[src/rtl/arm_defs.sv]
// Shared ARM pipeline definitions: ALU command encodings, shift types and
// NZCV bit positions used across the pipeline stages.
package arm_defs;

  typedef enum logic [3:0] {
    EXE_MOV = 4'b0001,
    EXE_ADD = 4'b0010,
    EXE_ADC = 4'b0011,
    EXE_SUB = 4'b0100,
    EXE_SBC = 4'b0101,
    EXE_AND = 4'b0110,
    EXE_ORR = 4'b0111,
    EXE_EOR = 4'b1000,
    EXE_MVN = 4'b1001
  } exe_cmd_t;

  typedef enum logic [1:0] {
    SH_LSL = 2'b00,
    SH_LSR = 2'b01,
    SH_ASR = 2'b10,
    SH_ROR = 2'b11
  } shift_t;

  localparam int FLAG_N = 3;
  localparam int FLAG_Z = 2;
  localparam int FLAG_C = 1;
  localparam int FLAG_V = 0;

  // Rotate right; doubling the word keeps an amount of 0 well defined.
  function automatic logic [31:0] ror32(input logic [31:0] x, input logic [4:0] n);
    logic [63:0] d;
    d = {x, x} >> n;
    return d[31:0];
  endfunction

endpackage

[src/rtl/val2_generator.sv]
// Second ALU operand: memory offset, rotated 8-bit immediate, or shifted Rm.
module val2_generator
  import arm_defs::*;
(
  input  logic [31:0] Val_Rm,
  input  logic [11:0] Shift_operand,
  input  logic        imm,
  input  logic        mem_en,
  output logic [31:0] val2
);

  logic [4:0] shamt;
  logic [4:0] imm_rot;

  assign shamt   = Shift_operand[11:7];
  assign imm_rot = {Shift_operand[11:8], 1'b0};

  always_comb begin
    val2 = Val_Rm;
    if (mem_en) begin
      val2 = {20'b0, Shift_operand};
    end else if (imm) begin
      val2 = ror32({24'b0, Shift_operand[7:0]}, imm_rot);
    end else begin
      case (shift_t'(Shift_operand[6:5]))
        SH_LSL:  val2 = Val_Rm << shamt;
        SH_LSR:  val2 = Val_Rm >> shamt;
        SH_ASR:  val2 = $signed(Val_Rm) >>> shamt;
        SH_ROR:  val2 = ror32(Val_Rm, shamt);
        default: val2 = Val_Rm;
      endcase
    end
  end

endmodule

[src/rtl/exe_stage.sv]
// Execute stage: operand-2 generation, ALU, NZCV status register, branch
// target resolution and the EX/MEM pipeline register.
module exe_stage
  import arm_defs::*;
(
  input  logic        clk,
  input  logic        rst,
  input  logic        freeze,
  input  logic        WB_EN_in,
  input  logic        MEM_R_EN_in,
  input  logic        MEM_W_EN_in,
  input  logic        B_in,
  input  logic        S_in,
  input  logic [3:0]  EXE_CMD,
  input  logic [31:0] PC_in,
  input  logic [31:0] Val_Rn,
  input  logic [31:0] Val_Rm,
  input  logic        imm,
  input  logic [11:0] Shift_operand,
  input  logic [23:0] Signed_imm_24,
  input  logic [3:0]  Dest_in,
  input  logic [3:0]  SR_in,
  output logic        branch_taken,
  output logic [31:0] branch_address,
  output logic [3:0]  SR_out,
  output logic        WB_EN,
  output logic        MEM_R_EN,
  output logic        MEM_W_EN,
  output logic [31:0] ALU_result,
  output logic [31:0] ST_val,
  output logic [3:0]  Dest
);

  logic [31:0] val2;
  logic [31:0] op_b;
  logic        carry_in;
  logic [32:0] sum;
  logic [31:0] alu_res;
  logic [3:0]  alu_flags;

  logic [3:0]  sr_reg;
  logic        wb_en_reg, mem_r_en_reg, mem_w_en_reg;
  logic [31:0] alu_result_reg, st_val_reg;
  logic [3:0]  dest_reg;

  val2_generator u_val2 (
    .Val_Rm        (Val_Rm),
    .Shift_operand (Shift_operand),
    .imm           (imm),
    .mem_en        (MEM_R_EN_in | MEM_W_EN_in),
    .val2          (val2)
  );

  assign branch_taken   = B_in;
  assign branch_address = PC_in + {{6{Signed_imm_24[23]}}, Signed_imm_24, 2'b00};

  // Subtraction is done as Rn + ~Val2 + cin so carry-out is directly NOT borrow.
  always_comb begin
    op_b     = val2;
    carry_in = 1'b0;
    case (EXE_CMD)
      EXE_ADC: carry_in = SR_in[FLAG_C];
      EXE_SUB: begin op_b = ~val2; carry_in = 1'b1; end
      EXE_SBC: begin op_b = ~val2; carry_in = SR_in[FLAG_C]; end
      default: ;
    endcase
    sum = {1'b0, Val_Rn} + {1'b0, op_b} + {32'b0, carry_in};
  end

  always_comb begin
    alu_res   = 32'b0;
    alu_flags = SR_in;
    case (EXE_CMD)
      EXE_MOV: alu_res = val2;
      EXE_MVN: alu_res = ~val2;
      EXE_AND: alu_res = Val_Rn & val2;
      EXE_ORR: alu_res = Val_Rn | val2;
      EXE_EOR: alu_res = Val_Rn ^ val2;
      EXE_ADD, EXE_ADC, EXE_SUB, EXE_SBC: begin
        alu_res           = sum[31:0];
        alu_flags[FLAG_C] = sum[32];
        alu_flags[FLAG_V] = (Val_Rn[31] == op_b[31]) && (sum[31] != Val_Rn[31]);
      end
      default: ;
    endcase
    alu_flags[FLAG_N] = alu_res[31];
    alu_flags[FLAG_Z] = (alu_res == 32'b0);
    // Undefined commands leave the status register as it is.
    case (EXE_CMD)
      EXE_MOV, EXE_MVN, EXE_ADD, EXE_ADC, EXE_SUB,
      EXE_SBC, EXE_AND, EXE_ORR, EXE_EOR: ;
      default: alu_flags = sr_reg;
    endcase
  end

  always_ff @(posedge clk) begin
    if (rst) begin
      sr_reg <= 4'b0;
    end else if (S_in && !freeze) begin
      sr_reg <= alu_flags;
    end
  end

  always_ff @(posedge clk) begin
    if (rst) begin
      wb_en_reg      <= 1'b0;
      mem_r_en_reg   <= 1'b0;
      mem_w_en_reg   <= 1'b0;
      alu_result_reg <= 32'b0;
      st_val_reg     <= 32'b0;
      dest_reg       <= 4'b0;
    end else if (!freeze) begin
      wb_en_reg      <= WB_EN_in;
      mem_r_en_reg   <= MEM_R_EN_in;
      mem_w_en_reg   <= MEM_W_EN_in;
      alu_result_reg <= alu_res;
      st_val_reg     <= Val_Rm;
      dest_reg       <= Dest_in;
    end
  end

  assign SR_out     = sr_reg;
  assign WB_EN      = wb_en_reg;
  assign MEM_R_EN   = mem_r_en_reg;
  assign MEM_W_EN   = mem_w_en_reg;
  assign ALU_result = alu_result_reg;
  assign ST_val     = st_val_reg;
  assign Dest       = dest_reg;

endmodule

[config.mk]
export PLATFORM = sky130hd
export DESIGN_NAME = exe_stage
export DESIGN_NICKNAME = d
export VERILOG_FILES = /design/src/rtl/arm_defs.sv /design/src/rtl/val2_generator.sv /design/src/rtl/exe_stage.sv
export SDC_FILE = /design/constraint.sdc
export NUM_CORES = 1
export LEC_CHECK = 0
export BUFFER_PORTS_ARGS = -buffer_cell sky130_fd_sc_hd__buf_2
export CAP_MARGIN = 10
export CELL_PAD_IN_SITES_DETAIL_PLACEMENT = 1
export CELL_PAD_IN_SITES_GLOBAL_PLACEMENT = 1
export CORE_MARGIN = 1.5
export CORE_UTILIZATION = 44
export CTS_BUF_LIST = sky130_fd_sc_hd__clkbuf_2
export DETAILED_ROUTE_END_ITERATION = 7
export PLACE_DENSITY_LB_ADDON = 0.15
export SKIP_CTS_REPAIR_TIMING = 1
export SYNTH_ARGS = -nofsm -noshare
export SYNTH_HDL_FRONTEND = slang
export SYNTH_SLANG_ARGS = --single-unit
[constraint.sdc]
create_clock -name clk -period 6.6 [get_ports clk]
set_input_delay 0.33 -clock clk [delete_from_list [all_inputs] [get_ports clk]]
set_output_delay 0.33 -clock clk [all_outputs]
set_load 0.02 [all_outputs]
### Yosys cells after proc, flatten, opt, wreduce, memory -nomap -nowiden

Index checks and enable logic that the tools add are counted.

* output and inout bits: 108
* register bits after elaboration: 75
* input bits: 153
* logic and storage cells: 51

* shifts and indexed selects: 5
* equality and inequality tests: 14
* bitwise operators: 5
* multiplexer cells: 7
* add/subtract/negate cells: 3
* reductions and logical operators: 10

Operators by type and width (number)
* $pmux 32 s6: 1
* $pmux 32 s4: 1
* $mux 32: 3
* $shr 64x5->32: 1
* $shr 40x5->32: 1
* $add 32x32->33: 1
* $add 33x1->33: 1
* $add 32x32->32: 1
* $and 32x32->32: 1
* $logic_not 32->1: 1
* $not 32->32: 1
* $or 32x32->32: 1
* $shl 32x5->32: 1
* $shr 32x5->32: 1
* $sshr 32x5->32: 1
* $xor 32x32->32: 1
* $eq 4x3->1 const B: 4
* $reduce_or 9->1: 1
* $eq 4x2->1 const B: 2
* $eq 4x4->1 const B: 2
* $eq 2x2->1 const B: 2
* $eq 4x1->1 const B: 1
* $reduce_or 2->1: 2
* $reduce_or 4->1: 1
* 10 further kinds: 11

### Depth between registers and ports, before layout

Gate-level depths: netlist of the first run.

* depth after elaboration: 11
* depth in mapped cells: 26
* depth with buffers taken out: 22

### By module

Synthesis of the first run repeated with hierarchy kept, for this count alone.

* cell total of the unflattened synthesis: 1960
* area, all modules: 14814.2 um^2

By module, submodules not included
* exe_stage: area each 8966.1 um^2, cells an instance 1148, instances 1
* val2_generator: area each 5848.1 um^2, cells an instance 812, instances 1

### Least setup slack after synthesis of the first run

No wires, ideal clock.

* path kind: input -> register
* from: input EXE_CMD[0]
* to: register alu_result_reg[28], in the netlist ALU_result[28]
* data required time: 6.514 ns
* setup time: 0.086 ns
* arrival: 5.406 ns
* path slack: 1.108 ns
* stages: 20
* buffers on the path: 5
* path through: clkbuf_1 > buf_1 > buf_1 > clkbuf_1 > clkbuf_1 > nand4b_1 > a21o_1 > fa_1 > fa_1 > nand2b_1 > a21o_1 > a31o_2 > a211oi_1 > a41oi_1 > o21bai_1 > a41oi_1 > or3b_1 > a31oi_1 > nor3_1 > a211oi_1

* longest elaborated chain between the ends: 6
* elaborated cells between the ends (all ways): 17

Ends and longest elaborated chain
* from (decl): line exe_stage.sv:14 `input logic [3:0] EXE_CMD,`
* $eq 4x3->1: line exe_stage.sv:61, exe_stage.sv:73
* $reduce_or 2->1 (no source line)
* $mux 32
* $add 32x32->33: line exe_stage.sv:67 `sum = {1'b0, Val_Rn} + {1'b0, op_b} + {32'b0, carry_in};`
* $add 33x1->33: line exe_stage.sv:67
* $pmux 32 s6 *: line exe_stage.sv:73 `case (EXE_CMD)`
* to (signal assigned): line exe_stage.sv:116 `alu_result_reg <= alu_res;`
* to (decl): line exe_stage.sv:43 `logic [31:0] alu_result_reg, st_val_reg;`

Mark *: on every way between the ends. The rest lies on a longest branch, timed or not.
A chain may end at the register's enable or synchronous reset.

### Worst setup path in the final report of the first run

* from: input Shift_operand[7]
* to: register sr_reg[2], in the netlist SR_out[2]

* longest elaborated chain between the ends: 10
* elaborated cells between the ends (all ways): 17

Ends and longest elaborated chain
* from (decl): line exe_stage.sv:19 `input logic [11:0] Shift_operand,`
* $shr 64x5->32, or another cell as far along: line arm_defs.sv:32 `d = {x, x} >> n;`
* $pmux 32 s4: line val2_generator.sv:25 `case (shift_t'(Shift_operand[6:5]))`
* $mux 32: line val2_generator.sv:22 `end else if (imm) begin`
* $mux 32 *: line val2_generator.sv:20 `if (mem_en) begin`
* $not 32->32: line exe_stage.sv:63, exe_stage.sv:64, exe_stage.sv:75
* $mux 32
* $add 32x32->33: line exe_stage.sv:67
* $add 33x1->33: line exe_stage.sv:67
* $pmux 32 s6 *: line exe_stage.sv:73
* $logic_not 32->1 *: line exe_stage.sv:87 `alu_flags[FLAG_Z] = (alu_res == 32'b0);`
* to (signal assigned): line exe_stage.sv:100 `sr_reg <= alu_flags;`
* to (decl): line exe_stage.sv:41 `logic [3:0] sr_reg;`

Marked as above.

==> results.toml, run 1 <==
[worst_setup_path]
startpoint = "Shift_operand[7]"
cp_max_fo = 32
r2r_setup_slack_ns = 5.69
max_stage_delay_ns = 0.55
crit_top_cell = "buf_4"
reg2reg_from = "ALU_result[8]"
cpLargestDelayFamily = "compound AO/OA/AOI/OAI gates"
startpoint_type = "input port"
required_ns = 7.13
crit_buf_inv = 3
ff2ff_path_depth = 2
r2r_end = "ALU_result[8]"
crit_type = "input port to flop"
arrival_ns = 6.54
crit_chain = "buf_4 > buf_4 > mux4_2 > mux2i_1 > mux2_2 > a21o_1 > a211oi_1 > a21oi_1 > nor2_1 > a21oi_1 > xnor2_1 > ha_1 > or4_1 > o22a_1 > o22ai_1 > o31ai_1 > a31oi_1 > nand4b_1 > nand2_1 > mux2i_1 > a221oi_1 > buf_4 > nand3_1 > o21ai_1"
slowest_stage = "mux4_2"
end_kind = "flop"

[grt]
grt_usage = 0.399
gr-total-overflow = 0
antenna_found_initial = 1
grt_max_degree = 72
grt_pass1_vias = 16700
grt_pass1_wl_um = 103000

[power_and_ir_drop]
power.switching_mw = 1.19
p_per_area_mw_per_mm2 = 141
p_leak_nw = 7.66
p_comb_frac = 0.664
power.internal_mw = 1.17
power.share.clock = 0.124
vdd_ir_drop_max_mv = 0.152
power_switching_share = 0.504
seq_power_share = 0.212

[yosys]
async_flop_share = 0
synth-main-ff-cell = "dfxtp_1"
synth_area_per_cell_um2 = 7.81
netlist_instances = 1866
synth_cell_types = 102
synth_fp_nets = 2149
yosysSeqAreaShare = 0.103
ys_ff_latch = 75
synth_edf_count = 0
synth_warnings = 0
syn_area_mm2 = 0.0146

[cells_and_area]
layout.nets = 2378
layout-drive-gt1-share = 0.240
syn2layout_area_growth_pct = 14.9
n_fill_cell = 4086

[floorplan]
die_y_um = 185
ios = 261
initial_core_util = 0.448
core_mm2 = 0.0325
placement_rows = 66
dieArea_mm2 = 0.0342
die_w_um = 185

[timing]
finalClockSkew_ns = 0
slew_headroom = 0.315
finalSetupViolations = 0
tns_ns = 0
max_freq_mhz = 166
grt_setup_unrepaired = "no"
period_minus_slack_ns = 6.01
hold_viol = 0
fin_crit_sh = 0.911
finalMaxSlewViolations = 0
tightest_slew_ns = 1.03
setup_ws_ns = 0.585

[worst_hold_path]
hp-class = "input port to flop"
min_path_cells = 3
hold_path_end = "Dest[3]"
holdCritStartpoint = "Dest_in[3]"

[routing]
drcViolationCount = 0
firstDrtPassIters = 7
drtIter0Drc = 1671
wl_um = 69500
wire_per_inst_um = 27.3
antenna_left = 0
vias = 16700
via_per_inst = 6.58

[placement]
pre_cts_ws_ns = 0.124
hpwl_um = 54900
gp_congestion = 1.04
portBuffers = 252

[clock_network]
cts_buffer_depth = 2
clock_sinks = 75
cts_tree = "built"
cts_buffers = 9
root_buffer = "clkbuf_2"
cts-htree-levels = 3
clk_latency_ns = 0.56
clk_pin_slew_ns = 0.24

[run_status]
outcome = "finished, final reports clean"

[flow_run]
drv_cap = 0
[worst register-to-register path: stages, from the launching register on]
cell and delay, ns:
dfxtp_1 0.46, nor2_1 0.06, a311oi_1 0.32
[synthesized netlist by cell type (all sizes together), types with 9 or more instances]
master / instances / area [um^2]
nand2: 136 / 510
nand4: 10 / 62.6
xnor2: 58 / 508
mux2i: 126 / 1260
a221oi: 11 / 103
and3: 18 / 113
a22oi: 21 / 158
o21bai: 9 / 67.6
clkbuf: 93 / 349
dfxtp: 75 / 1500
inv: 103 / 387
nor2b: 18 / 113
o221ai: 11 / 96.3
nand3: 41 / 205
o211ai: 28 / 210
nand2b: 32 / 200
or3: 12 / 75.1
o22ai: 13 / 81.3
a31oi: 22 / 153
xor2: 31 / 272
a21o: 28 / 210
buf: 52 / 347
o31ai: 11 / 82.6
o21a: 23 / 173
a21oi: 125 / 629
and2: 18 / 113
nor3: 31 / 155
ha: 127 / 1590
mux2: 40 / 454
a211oi: 41 / 323
o21ai: 94 / 482
mux4: 57 / 1320
nor2: 185 / 694
[cell families after synthesis]
group                      count (synthesis)  synth area share
AOI/OAI and AO/OA                        554             0.268
muxes                                    223             0.208
DFF                                       75             0.103
and+or+nand+nor                          546             0.179
buffers and inverters                    249            0.0745
adders and majority gates                130             0.113
xor gates and xnor gates                  89            0.0535
[worst max path at each step]
stage	slack, ns	cells after the start	end
detailed placement	0.12	25	SR_out[2]
floorplan	1.11	20	ALU_result[28]
finish	0.59	24	SR_out[2]
global placement	0.31	25	SR_out[2]
CTS	0.73	25	SR_out[2]
global route	0.14	25	SR_out[2]
[per-stage QoR]
step	instance area (um^2)	util	hold WS, ns	std cells	total power [mW]
floorplan	14600	-	0.474	1866	1.48
global placement	16600	0.509	0.449	2523	1.98
detailed placement	16600	0.509	0.462	2523	2.03
CTS	16700	0.513	-0.0780	2539	2.33
global route	16700	0.514	0.0120	2543	2.48
finish	16700	0.514	0.00501	2543	2.36
[per-layer routing]
| layer | wire length (um) | global-route usage |
|---|---|---|
| met1 | 29000 | 0.530 |
| met2 | 29800 | 0.611 |
| met3 | 7210 | 0.0889 |
| met4 | 3470 | 0.191 |
| met5 | 0 | 0 |
[state kept, by name, summed over array words and instances, names as in the netlist]
signal and flops:
MEM_W_EN 1, WB_EN 1, Dest 4, SR_out 4
ST_val 32, ALU_result 32, MEM_R_EN 1
[area by class of cell]
type | count | area (um^2) | share of cell area
sequential | 75 | 1500 | 0.0897
clock buffer | 9 | 45.0 | 0.00269
clock inverter | 7 | 95.1 | 0.00568
timing repair buffer | 363 | 2150 | 0.128
multi-input combinational | 1542 | 12000 | 0.717
tap | 442 | 553 | 0.0330
inverter | 104 | 390 | 0.0233
antenna | 1 | 2.50 | 0.000149
[power by group through the flow]
stage / clock [mW] / sequential, mW / combinational (mW)
2_1_floorplan: 0 / 0.545 / 0.932
3_3_place_gp: 0 / 0.507 / 1.48
5_1_grt: 0.315 / 0.505 / 1.66
6_report: 0.293 / 0.501 / 1.57
3_5_place_dp: 0 / 0.509 / 1.52
4_1_cts: 0.303 / 0.501 / 1.53
[layout by cell type (no fill, tap or decap), types with 21 or more instances in the layout]
cell      count
mux2_2       37
a211oi_1     38
nor3_1       31
buf_4       108
o21ai_0      86
a22oi_1      21
a21o_1       28
a31oi_1      21
a21oi_1     124
xor2_1       31
xnor2_1      58
mux4_2       47
inv_1       100
nor2_1      183
mux2i_1     126
nand3_1      41
buf_2       249
nand2b_1     32
o21a_1       23
o211ai_1     28
dfxtp_1      75
nand2_1     136
ha_1        127
(Power assumes the default switching activity.)
==> run 2, diff against run 1 <==
Settings changed: ABC_CLOCK_PERIOD_IN_PS set to 6600, CORE_ASPECT_RATIO set to 0.5, GPL_ROUTABILITY_DRIVEN set to 0.
==> results.toml, run 2 (synthesis results as in run 1) <==
[worst_setup_path]
arrival_ns = 6.65
startpoint_type = "input port"
cp_max_fo = 9
startpoint = "Val_Rm[26]"
crit_type = "input port to flop"
reg2reg_from = "ALU_result[8]"
end_kind = "flop"
required_ns = 7.25

[floorplan]
die_y_um = 132
initial_core_util = 0.454
placement_rows = 46
ios = 261
core_mm2 = 0.0321
dieArea_mm2 = 0.0343
die_w_um = 260

[timing]
slew_headroom = 0.372
tns_ns = 0
finalMaxSlewViolations = 0
grt_setup_unrepaired = "no"
hold_slack_ns = 0.0301
hold_viol = 0
finalSetupViolations = 0
max_freq_mhz = 167
finalClockSkew_ns = 0
fin_crit_sh = 0.909
tightest_slew_ns = 0.942
period_minus_slack_ns = 6.00
setup_ws_ns = 0.598

[clock_network]
clk_latency_ns = 0.62
root_buffer = "clkbuf_2"
cts_buffers = 9
cts_tree = "built"
cts-htree-levels = 3
clock_sinks = 75
clk_pin_slew_ns = 0.30
cts_buffer_depth = 2

[grt]
grt_pass1_vias = 16300
grt_usage = 0.358
antenna_found_initial = 2
grt_max_degree = 73
gr-total-overflow = 0
grt_pass1_wl_um = 95900

[placement]
portBuffers = 252
pre_cts_ws_ns = 0.204
hpwl_um = 48600

[cells_and_area]
final_util = 0.520
syn2layout_area_growth_pct = 14.6
layout-drive-gt1-share = 0.231
layout_common_cells = "buf_2, nor2_1, nand2_1, ha_1, mux2i_1"
layout.nets = 2375
layout_commonest_cell = "buf_2"

[power_and_ir_drop]
seq_power_share = 0.221
power.share.clock = 0.120
p_per_area_mw_per_mm2 = 136
vdd_ir_drop_max_mv = 0.146
p_comb_frac = 0.659
power_switching_share = 0.507
power.switching_mw = 1.15
p_leak_nw = 7.61
power.internal_mw = 1.12

[worst_hold_path]
holdCritStartpoint = "Val_Rm[17]"
hp-class = "input port to flop"

[routing]
antenna_left = 0
firstDrtPassIters = 5
via_per_inst = 6.52
vias = 16500
drcViolationCount = 0
wl_um = 63200
wire_per_inst_um = 25.0
drtIter0Drc = 1711

[run_status]
outcome = "finished, final reports clean"

[flow_run]
drv_cap = 0
run 2: changes by cell type in the layout (fill, tap and decap cells not counted), moves of 2 or more:
cell           change
buf_4             -16
dlygate4sd3_1     +13
inv_6              +2
nor2_1             +2
nor2_2             -2
run 2: path summary, 6_finish.rpt:
path	depth (start not counted)	endpoint	slack (ns)
worst max-delay path	23	SR_out[2]	0.60
worst min-delay path	3	ST_val[17]	0.03
worst max register to register	2	ALU_result[8]	5.82
worst min register to register	2	ALU_result[18]	0.48
run 2: power groups by stage:
stage	logic (mW)	clock network [mW]	registers (mW)
floorplan	0.932	0	0.545
global placement	1.42	0	0.508
detailed placement	1.44	0	0.509
CTS	1.45	0.277	0.501
global route	1.60	0.295	0.505
finish	1.49	0.271	0.501
run 2: metal layers:
metal / part of all wire / up-vias / GRT usage / routed length, um
li1: - / 7410 / - / -
met1: 0.41 / 8039 / 0.460 / 25900
met2: 0.45 / 861 / 0.573 / 28200
met3: 0.097 / 199 / 0.0789 / 6110
met4: 0.046 / 0 / 0.159 / 2920
met5: 0 / - / 0 / 0
run 2: metrics by stage:
stage | instances | total power, mW | instance area [um^2]
after global routing | 2531 | 2.40 | 16700
after floorplan | 1866 | 1.48 | 14600
after detailed placement | 2497 | 1.95 | 16400
final | 2531 | 2.27 | 16700
after CTS | 2513 | 2.23 | 16500
after global placement | 2497 | 1.92 | 16400
run 2: area by class of cell:
cell class,count,area (um^2)
Clock buffer,9,45.0
Tap cell,432,541
Antenna cell,2,5.00
Multi-Input combinational cell,1542,12000
Inverter,104,390
Timing Repair Buffer,360,2160
Clock inverter,7,58.8
Fill cell,4136,15400
Sequential cell,75,1500
run 2: critical path, stage by stage:
cell,delay (ns)
dlygate4sd3_1,0.53
buf_2,0.19
mux4_2,0.49
and2_1,0.19
a2111oi_0,0.48
and3b_1,0.24
o31a_1,0.34
inv_1,0.15
xnor2_1,0.17
inv_1,0.09
fa_1,0.44
nand2b_1,0.19
a21o_1,0.19
a31o_2,0.26
a211oi_1,0.39
a21oi_1,0.15
xor2_1,0.28
o2111ai_1,0.23
a211oi_1,0.40
nand4_1,0.18
nor4_2,0.39
nand4_1,0.17
o21ai_1,0.15
